[config.mk]
export PLATFORM = sky130hd
export DESIGN_NAME = bubble_sort_engine
export DESIGN_NICKNAME = d
export VERILOG_FILES = /design/src/rtl/bubble_sort_pkg.sv /design/src/rtl/sort_cmp_swap.sv /design/src/rtl/bubble_sort_engine.sv
export SDC_FILE = /design/constraint.sdc
export NUM_CORES = 1
export LEC_CHECK = 0
export CAP_MARGIN = 5
export CORE_MARGIN = 2
export CORE_UTILIZATION = 41
export DETAILED_ROUTE_END_ITERATION = 12
export DONT_BUFFER_PORTS = 1
export PLACE_DENSITY_LB_ADDON = 0.08
export SLEW_MARGIN = 5
export SYNTH_ARGS = -nofsm -noshare
export SYNTH_HDL_FRONTEND = slang
export SYNTH_SLANG_ARGS = --single-unit
export TNS_END_PERCENT = 10
[constraint.sdc]
create_clock -name clk -period 13.2 [get_ports clk]
set_input_delay 3.3 -clock clk [delete_from_list [all_inputs] [get_ports clk]]
set_output_delay 3.3 -clock clk [all_outputs]
set_load 0.02 [all_outputs]
[src/rtl/bubble_sort_pkg.sv]
// Shared types and constants for the bubble sort accelerator.
// Imported by the engine top and its compare/swap cell.
package bubble_sort_pkg;

   typedef enum logic [1:0] {
      IDLE,
      SORT,
      FINISH
   } state_e;

   localparam logic DIR_ASC  = 1'b0;
   localparam logic DIR_DESC = 1'b1;

   function automatic int worst_compares(input int depth);
      return depth * (depth - 1) / 2;
   endfunction

endpackage

[src/rtl/sort_cmp_swap.sv]
// Compare/swap cell: orders one adjacent pair.
// lo_o lands at index j, hi_o at index j+1.
module sort_cmp_swap
   import bubble_sort_pkg::*;
#(
   parameter int DATA_W     = 32,
   parameter int SIGNED_CMP = 0
) (
   input  logic [DATA_W-1:0] a_i,
   input  logic [DATA_W-1:0] b_i,
   input  logic              dir_i,
   output logic [DATA_W-1:0] lo_o,
   output logic [DATA_W-1:0] hi_o,
   output logic              swap_o
);

   logic gt;
   logic lt;

   // Strict compare only, so equal keys keep their order
   always_comb begin
      if (SIGNED_CMP != 0) begin
         gt = $signed(a_i) > $signed(b_i);
         lt = $signed(a_i) < $signed(b_i);
      end else begin
         gt = a_i > b_i;
         lt = a_i < b_i;
      end
      swap_o = (dir_i == DIR_DESC) ? lt : gt;
      lo_o   = swap_o ? b_i : a_i;
      hi_o   = swap_o ? a_i : b_i;
   end

endmodule

[src/rtl/bubble_sort_engine.sv]
// In-place bubble sort accelerator, one compare per clock.
// Load in IDLE, pulse start, wait for done, read back.
module bubble_sort_engine
   import bubble_sort_pkg::*;
#(
   parameter int DATA_W     = 32,
   parameter int DEPTH      = 10,
   parameter int SIGNED_CMP = 0,
   localparam int ADDR_W    = $clog2(DEPTH)
) (
   input  logic              clk,
   input  logic              rst,
   input  logic              wr_en_i,
   input  logic [ADDR_W-1:0] wr_addr_i,
   input  logic [DATA_W-1:0] wr_data_i,
   input  logic              start_i,
   input  logic              descending_i,
   input  logic [ADDR_W-1:0] rd_addr_i,
   output logic [DATA_W-1:0] rd_data_o,
   output logic              busy_o,
   output logic              done_o,
   output logic [31:0]       swap_count_o,
   output logic [ADDR_W:0]   pass_count_o
);

   localparam logic [ADDR_W:0] DEPTH_W = (ADDR_W + 1)'(DEPTH);
   localparam logic [ADDR_W:0] LAST_J  = (ADDR_W + 1)'(DEPTH - 2);

   logic [DATA_W-1:0] mem_q [DEPTH];

   state_e            state_q, state_d;
   logic              dir_q, dir_d;
   logic [ADDR_W-1:0] j_q, j_d;
   logic [ADDR_W-1:0] pass_q, pass_d;
   logic              swp_q, swp_d;
   logic [31:0]       swap_cnt_q, swap_cnt_d;
   logic [ADDR_W:0]   pass_cnt_q, pass_cnt_d;

   logic [ADDR_W-1:0] jp1;
   logic [DATA_W-1:0] lo, hi;
   logic              swap;
   logic              wr_ok;
   logic              pass_end;
   logic              more;

   assign jp1   = j_q + ADDR_W'(1);
   assign wr_ok = wr_en_i && ({1'b0, wr_addr_i} < DEPTH_W);

   // Window shrinks by one each pass: last j is DEPTH-2-pass
   assign pass_end = {1'b0, j_q} >= (LAST_J - {1'b0, pass_q});
   assign more     = (swp_q | swap) && ({1'b0, pass_q} < LAST_J);

   sort_cmp_swap #(
      .DATA_W    (DATA_W),
      .SIGNED_CMP(SIGNED_CMP)
   ) u_cmp (
      .a_i   (mem_q[j_q]),
      .b_i   (mem_q[jp1]),
      .dir_i (dir_q),
      .lo_o  (lo),
      .hi_o  (hi),
      .swap_o(swap)
   );

   // Next-state logic for the sort sequencer
   always_comb begin
      state_d    = state_q;
      dir_d      = dir_q;
      j_d        = j_q;
      pass_d     = pass_q;
      swp_d      = swp_q;
      swap_cnt_d = swap_cnt_q;
      pass_cnt_d = pass_cnt_q;
      unique case (state_q)
         IDLE: begin
            if (start_i) begin
               state_d    = SORT;
               dir_d      = descending_i;
               j_d        = '0;
               pass_d     = '0;
               swp_d      = 1'b0;
               swap_cnt_d = '0;
               pass_cnt_d = (ADDR_W + 1)'(1);
            end
         end
         SORT: begin
            if (swap) begin
               swap_cnt_d = swap_cnt_q + 32'd1;
               swp_d      = 1'b1;
            end
            if (!pass_end) begin
               j_d = jp1;
            end else if (more) begin
               pass_d     = pass_q + ADDR_W'(1);
               j_d        = '0;
               swp_d      = 1'b0;
               pass_cnt_d = pass_cnt_q + (ADDR_W + 1)'(1);
            end else begin
               state_d = FINISH;
            end
         end
         FINISH: state_d = IDLE;
         default: state_d = IDLE;
      endcase
   end

   // Sequencer registers; reset abandons any sort in flight
   always_ff @(posedge clk or posedge rst) begin
      if (rst) begin
         state_q    <= IDLE;
         dir_q      <= DIR_ASC;
         j_q        <= '0;
         pass_q     <= '0;
         swp_q      <= 1'b0;
         swap_cnt_q <= '0;
         pass_cnt_q <= '0;
      end else begin
         state_q    <= state_d;
         dir_q      <= dir_d;
         j_q        <= j_d;
         pass_q     <= pass_d;
         swp_q      <= swp_d;
         swap_cnt_q <= swap_cnt_d;
         pass_cnt_q <= pass_cnt_d;
      end
   end

   // Element storage: loads in IDLE, atomic pair swaps in SORT
   always_ff @(posedge clk) begin
      if (state_q == IDLE && wr_ok) begin
         mem_q[wr_addr_i] <= wr_data_i;
      end else if (state_q == SORT && swap) begin
         mem_q[j_q] <= lo;
         mem_q[jp1] <= hi;
      end
   end

   assign rd_data_o    = ({1'b0, rd_addr_i} < DEPTH_W) ? mem_q[rd_addr_i] : '0;
   assign busy_o       = (state_q == SORT);
   assign done_o       = (state_q == FINISH);
   assign swap_count_o = swap_cnt_q;
   assign pass_count_o = pass_cnt_q;

endmodule

======== Yosys cells after proc, flatten, opt, wreduce, memory -nomap -nowiden ========
Memories as Yosys holds them, arrays and structs flattened.
Index checks and enable logic that the tools add are counted.
storage, ports and cells
  register bits ........................... 49
  RAM bits ................................ 320
  output and inout port bits .............. 71
  logic and storage cells ................. 76
  memories ................................ 1
memories
  name   depth  bits a word  rd ports  clocked after memory_dff  wr ports  RTL line                  RTL
  mem_q  10     32           3         0                         2         bubble_sort_engine.sv:29  logic [DATA_W-1:0] mem_q [DEPTH];
operators by class
  add/sub/neg operators ................... 5
  magnitude comparators ................... 6
  eq/ne operators ......................... 8
  muxes and demuxes ....................... 35
  bitwise operators ....................... 1
  reduce and logical (&&, ||, !) cells .... 13
operator list
  cell                                              count
  2-to-1 mux 32 bit                                 6
  one-hot mux 32 bit (2 select lines)               1
  adder 32 x 1 -> 32 bit (second input constant)    1
  greater-than comparator 32 bit                    1
  < comparator 32 bit                               1
  OR reduction 32 bit                               1
  2-to-1 mux 4 bit                                  6
  one-hot mux 4 bit (2 select lines)                2
  2-to-1 mux 5 bit                                  3
  < comparator 4 bit (second input constant)        3
  2-to-1 mux 1 bit                                  11
  one-hot mux 5 bit (2 select lines)                1
  AND reduction 3 bit                               3
  adder 4 x 1 -> 4 bit (second input constant)      2
  2-to-1 mux 2 bit                                  3
  != test 2 x 1 -> 1 bit (second input constant)    3
  adder 5 x 1 -> 5 bit (second input constant)      1
  greater-or-equal comparator 4 x 5 -> 1 bit        1
  subtractor 4 x 4 -> 5 bit (first input constant)  1
  logical AND 1 bit                                 4
  != test 2 bit (second input constant)             2
  one-hot mux 2 bit (2 select lines)                1
  AND reduction 2 bit                               2
  AND reduction 4 bit                               1
  7 further kinds                                   7

======== Depth between registers and ports, before layout ========
Gate-level depths: netlist (run 1).
An unclocked memory read counts as a cell.
  word-level depth ........................ 10
  depth in mapped cells ................... 24
  gate-level depth less buffers ........... 15

======== Modules after synthesis ========
Synthesis (run 1) repeated with hierarchy kept, for this count alone.
unflattened totals
  cell total of the unflattened synthesis .. 2183
  area total of the unflattened synthesis .. 26914.6 µm²
modules (own cells, without submodules)
  module              times used  cells each  area an instance (µm²)  seq. area each (µm²)
  bubble_sort_engine  1           1844        24584.8                 10835.4
  sort_cmp_swap       1           339         2329.7                  0.0

======== Worst setup path before layout (run 1) ========
Ideal clock, no wire load.
  kind .................................... input to output
  start ................................... input rd_addr_i[0]
  end ..................................... output rd_data_o[24]
  data arrival time ....................... 5.275 ns
  required time ........................... 9.900 ns
  setup slack ............................. 4.625 ns
  cell stages on the path ................. 6
  path buffers ............................ 3
  path through ............................ clkbuf_1 -> clkbuf_1 -> clkbuf_1 -> mux4_2 -> nand2_1 -> a21oi_1
between the ends
  longest elaborated chain between the ends .. 2
  elaborated cells between the ends (all ways) .. 3
  classes of those cells .................. order compare: 1; mux: 1; memory: 1
RTL lines
  element                                                          RTL line                   RTL
  from (decl)                                                      bubble_sort_engine.sv:18   input logic [ADDR_W-1:0] rd_addr_i,
  memory read (10 x 32 bit) or < comparator 4 bit (tied branches)  -
  2-to-1 mux 32 bit (*)                                            bubble_sort_engine.sv:138  assign rd_data_o = ({1'b0, rd_addr_i} < DEPTH_W) ? mem_q[rd_addr_i] : '0;
  to (decl)                                                        bubble_sort_engine.sv:19   output logic [DATA_W-1:0] rd_data_o,
Mark *: on every way between the ends. The rest lies on a longest branch, timed or not.

==> results.cfg, run 1 <==
[cells_and_area]
antenna_cells = 0
final_layout_size_suffix_gt1_share_pct = 20.6
nets = 1963
num-fill-cells = 5597
syn_to_final_growth_pct = 8.12
final_cell_count_no_fill = 2697
finalCoreUtilization_pct = 44.6

[timing]
hold_viol = 0
final.setup.tns_ps = 0
grt_setup_unrepaired = false
fmaxAchievable_ghz = 0.105
finClkSkew_ps = 19.0
tightestPinTransition_ps = 1110
finalCriticalPeriod_ps = 9500
max_slew_headroom_pct = 25.7
finalSetupViolations = 0
maxSlewViolCount = 0
final_worst_path_cycle_share_pct = 72.0

[run]
drv.max_cap_violation_count = 0

[logic_synthesis]
post_synth_num_cell_types = 54
ys_seq_area_share_pct = 42.8
post-synth-top-area-fraction_pct = 37.9
synth_compound_area_share_pct = 7.48
yosys.area_share.simple_pct = 8.14
combinational_family_with_the_most_area_after_synthesis = multiplexers
post_synth_instance_area_um2 = 25300
dominantRegCellSynth = edfxtp_1
postSynthCellCount = 1948
syn_avg_cell_area_um2 = 13.0
synth.ff_latch_count = 369
synth.area.mux_share_pct = 34.7
post_synth_fa_ha_maj_area_fraction_pct = 2.22
synth_xor_area_share_pct = 0.657
yosysMostFrequentCell = mux2i_1
synthTopCellsByArea = edfxtp_1 38%, mux4_2 17%, mux2i_1 14%, dfrtp_1 4.8%, nand2_1 3.0%
postSynthNetCount = 2038
postSynth.asyncResetShare_pct = 13.3
synth_top_cells_by_count = 364 x mux2i_1, 320 x edfxtp_1, 200 x nand2_1
synth_warnings = 0
number_of_synthesized_flops_with_an_enable_pin = 320
synthDominantAreaCellType = edfxtp_1

[clock_tree]
cts_resized = 0
cts_root_buf = clkbuf_16
setup_fix_buffers_added_after_clock_tree_synthesis = 0
number_of_buffers_inserted_by_hold_repair_at_cts = 0
numCtsBuffers = 46
clock-sinks = 369
path_clk_slew_ps = 60
h-tree-depth = 2
cts_tree = done
cts.path.max_buffers = 3
clk-insertion-delay-late_ps = 590

[critical_path]
worstSetupStartpoint = j_q[0]
worst-setup-path-type = reg2reg
worst-r2r-setup-slack_ps = 3700
cp_max_fo = 65
worstRegToRegCells = 18
critPathArrivalTime_ps = 9750
critPathRequiredTime_ps = 13450
crit-reg2reg-launch = j_q[0]
worst_setup_path_start_kind = flop
regToRegEndpoint = mem_q[0][4]
worstSetupEndpointType = flop
crit_path_end = mem_q[0][4]

[worst_hold_path]
hold_class = reg2reg

[place]
port_buffers = 0
place.gp.congestion = 0.791
dp_hpwl_um = 48400
placedCellCount = 2615

[global_route]
first_global_vias = 18041
grt_remaining_overflow = 0
grt_antenna_before_repair = 0
grt_first_pass_wirelength_um = 126000
grt_util_all_layers_pct = 26.9
largest_net_degree_at_the_start_of_global_routing = 146

[pwr]
vdd_drop_max_uv = 89.0
power_per_cell_area_nw_per_um2 = 136
power.leakage_uw = 0.0112

[floorplan]
placement_rows = 91
fp.coreArea_um2 = 61400
die_w_um = 253
fp.dieArea_um2 = 63800
initial_core_util_pct = 41.3
die_height_um = 253
io_pins = 116

[status]
run_status = completed

[routing]
initialDrtViolationCount = 1580
drt_drc_violations_left = 0
vias = 17626
postRouteWirelength_um = 84900
drt.antenna.violating_nets = 0
firstDrtPassIters = 7
wl_per_cell_um = 31.5
route.detailed.vias_per_inst = 6.54
[power breakdown]
part | switching [µW] | total (µW) | leakage [µW] | internal (µW)
clock | 515 | 1240 | 0.000707 | 724
combinational | 610 | 968 | 0.00710 | 358
sequential | 72.2 | 1510 | 0.00342 | 1430
[cell type report]
| cell class | count | area (µm²) | area share (%) |
|---|---|---|---|
| Clock inverter | 28 | 231 | 0.845 |
| Tap cell | 790 | 988 | 3.61 |
| Inverter | 48 | 180 | 0.658 |
| Multi-Input combinational cell | 1370 | 13600 | 49.8 |
| Timing Repair Buffer | 38 | 298 | 1.09 |
| Clock buffer | 54 | 1200 | 4.39 |
| Sequential cell | 369 | 10800 | 39.6 |
[metal layers]
layer | up-vias | global-route usage, % | routed length, µm
li1 | 7608 | - | -
met1 | 9231 | 35.8 | 35600
met2 | 650 | 45.2 | 41400
met3 | 137 | 4.70 | 5770
met4 | 0 | 7.17 | 2180
met5 | - | 0 | 0
[layout by cell type (no fill, tap or decap), drive strengths merged, types with 5 or more instances in the layout]
cell type / count
a211oi: 65
a21oi: 61
a221oi: 32
a31oi: 65
and2: 8
and3: 10
buf: 38
clkbuf: 54
clkinv: 22
dfrtp: 49
edfxtp: 320
ha: 45
inv: 49
mux2: 33
mux2i: 396
mux4: 192
nand2: 200
nand3: 25
nand4: 30
nor2: 29
nor2b: 67
nor3: 11
nor4: 5
o211ai: 8
o21ai: 24
o31ai: 8
or4: 8
xor2: 17
[flip-flops by register name, summed over array words and instances, names as in the netlist]
| signal | flops |
|---|---|
| pass_count_o | 5 |
| dir_q | 1 |
| pass_q | 4 |
| j_q | 4 |
| swap_count_o | 32 |
| mem_q | 320 |
| swp_q | 1 |
| state_q | 2 |
[critical path: stages (launching register included)]
cell and delay, ps:
dfrtp_4 980, inv_1 300, ha_4 950, buf_4 700
mux4_2 360, nand2_1 60, a31oi_1 320, inv_1 80
ha_1 320, nand4_1 270, nor4_1 750, nor3b_1 270
o31ai_1 150, o211ai_4 130, buf_4 820, nand2_1 780
mux2i_1 410, o21ai_4 950, buf_4 460
[stage by stage]
stage               area (µm²)  hold slack [ps]  setup slack [ps]  power, µW
global route             27400              621              3080       3880
CTS                      27400              559              3620       3740
detailed placement       26000              549              3650       2500
global placement         26000              551              3850       2480
finish                   27400              559              3700       3710
floorplan                25300              518              4630       2220
[cells by family (layout without fill, tap and decap cells)]
family / after synthesis / after routing
AO/OA/AOI/OAI: 283 / 283
XOR/XNOR: 19 / 19
adder cells (fa/ha/maj): 45 / 45
buffers and inverters: 209 / 168
flip-flops: 369 / 369
multiplexers: 621 / 621
AND/OR/NAND/NOR: 402 / 402
[worst min path at each step]
| stage | startpoint | endpoint | cells after the start | slack, ps |
|---|---|---|---|---|
| 4_1_cts | swp_q | swp_q | 2 | 560 |
| 2_1_floorplan | swp_q | swp_q | 2 | 520 |
| 3_3_place_gp | swp_q | swp_q | 2 | 550 |
| 6_report | swp_q | swp_q | 2 | 560 |
| 3_5_place_dp | swp_q | swp_q | 2 | 550 |
| 5_1_grt | swp_q | swp_q | 2 | 620 |
Power figures use the tool's default switching activity.
==> run 2: changes to the inputs <==
- clock period: 13.2 -> 9.4 ns (I/O delays scaled with it)
==> results.cfg, run 2 (synthesized netlist as in run 1, its figures left out) <==
[critical_path]
worst-setup-path-type = reg2reg
critPathRequiredTime_ps = 9670
regToRegEndpoint = mem_q[8][3]
worstRegToRegCells = 16
critPathArrivalTime_ps = 7700
worst-r2r-setup-slack_ps = 1970
cp_max_fo = 68
worst_setup_path_start_kind = flop
worstSetupEndpointType = flop
worstSetupStartpoint = j_q[0]
crit-reg2reg-launch = j_q[0]

[clock_tree]
cts_resized = 0
clock-sinks = 369
numCtsBuffers = 47
cts.path.max_buffers = 3
cts_root_buf = clkbuf_16
path_clk_slew_ps = 60
number_of_buffers_inserted_by_hold_repair_at_cts = 0
cts_tree = done
setup_fix_buffers_added_after_clock_tree_synthesis = 0
clk-insertion-delay-late_ps = 590
h-tree-depth = 2

[status]
run_status = completed

[timing]
finalSetupViolations = 0
grt_setup_unrepaired = false
final.setup.tns_ps = 0
max_slew_headroom_pct = 22.0
finalCriticalPeriod_ps = 7430
tightestPinTransition_ps = 1170
fmaxAchievable_ghz = 0.135
finClkSkew_ps = 18.0
worst_hold_margin_ps = 545
hold_viol = 0
final_worst_path_cycle_share_pct = 79.0
maxSlewViolCount = 0

[routing]
wl_per_cell_um = 32.0
vias = 17805
firstDrtPassIters = 6
drt.antenna.violating_nets = 0
initialDrtViolationCount = 1537
postRouteWirelength_um = 86900
route.detailed.vias_per_inst = 6.56
drt_drc_violations_left = 0

[place]
place.gp.congestion = 0.801
dp_hpwl_um = 48200
place_area_um2 = 26100
port_buffers = 0

[cells_and_area]
stdcell_area_um2 = 27700
syn_to_final_growth_pct = 9.31
antenna_cells = 0
nets = 1976
layout.cells.most_common = mux2i_1
largest-register = mem_q
largest_reg_flops = 320
mostFrequentLayoutCells = 364 x mux2i_1, 320 x edfxtp_1, 200 x nand2_1
final_layout_size_suffix_gt1_share_pct = 21.6

[worst_hold_path]
worstHoldStart = swp_q
hold-path-cell-count = 2
hold_class = reg2reg
worst_case_hold_path_end_point = swp_q

[global_route]
largest_net_degree_at_the_start_of_global_routing = 97
grt_first_pass_wirelength_um = 127000
grt_antenna_before_repair = 1
grt_remaining_overflow = 0
grt_util_all_layers_pct = 27.4
first_global_vias = 18053

[floorplan]
fp.coreArea_um2 = 61400
initial_core_util_pct = 41.3
placement_rows = 91
die_w_um = 253
die_height_um = 253
io_pins = 116
fp.dieArea_um2 = 63800

[pwr]
power.leakage_uw = 0.0114
power_per_cell_area_nw_per_um2 = 195
vdd_drop_max_uv = 124

[run]
drv.max_cap_violation_count = 0
-- run 2: cell count changes in the layout (fill, tap and decap cells not counted) --
| cell | delta |
|---|---|
| clkbuf_8 | +8 |
| clkinv_1 | -6 |
| inv_4 | +1 |
| clkinv_2 | +1 |
| buf_12 | +5 |
| bufinv_16 | -2 |
| clkinvlp_4 | -1 |
| inv_6 | -1 |
| buf_4 | +7 |
| clkbuf_16 | +5 |
-- run 2: how the worst max path moves through the flow --
stage          slack [ps]            to  cells after the start
3_3_place_gp         2020  mem_q[1][26]                     15
3_5_place_dp         2020   mem_q[8][6]                     16
5_1_grt              1580   mem_q[8][3]                     16
6_report             1970   mem_q[8][3]                     16
2_1_floorplan        1250   mem_q[4][0]                     23
4_1_cts              1980   mem_q[8][3]                     16
-- run 2: per-layer routing --
metal / vias up / GRT usage (%) / part of all wire [%]
met2: 646 / 45.5 / 49
li1: 7638 / - / -
met3: 128 / 4.67 / 6.7
met4: 0 / 7.00 / 2.4
met5: - / 0 / 0
met1: 9393 / 37.2 / 42
-- run 2: layout make-up --
cell class | instances | area, µm²
Clock inverter | 20 | 144
Tap cell | 790 | 988
Inverter | 48 | 180
Sequential cell | 369 | 10800
Multi-Input combinational cell | 1370 | 13600
Timing Repair Buffer | 50 | 450
Fill cell | 5576 | 33700
Clock buffer | 67 | 1440
-- run 2: critical path, stage by stage, from the launching register on --
cell,delay [ps]
dfrtp_4,500
buf_4,720
buf_4,830
mux4_2,610
nand2_1,80
a31oi_1,120
ha_1,380
nand4_1,220
a2111oi_0,620
buf_4,230
o31ai_1,110
o211ai_4,230
and2_4,240
buf_4,690
a31oi_1,350
o21ai_4,640
buf_4,390
-- run 2: power by group --
part / switching (µW) / internal [µW]
logic: 888 / 521
clock network: 750 / 1110
registers: 97.8 / 2010
total: 1740 / 3650
-- run 2: metrics by stage --
step	power, µW	setup WS (ps)	instances	util [%]
floorplan	3120	1250	1948	-
global placement	3530	2020	2627	42.5
detailed placement	3550	2020	2627	42.5
CTS	5410	1980	2714	45.1
global route	5590	1580	2714	45.1
finish	5390	1970	2714	45.1
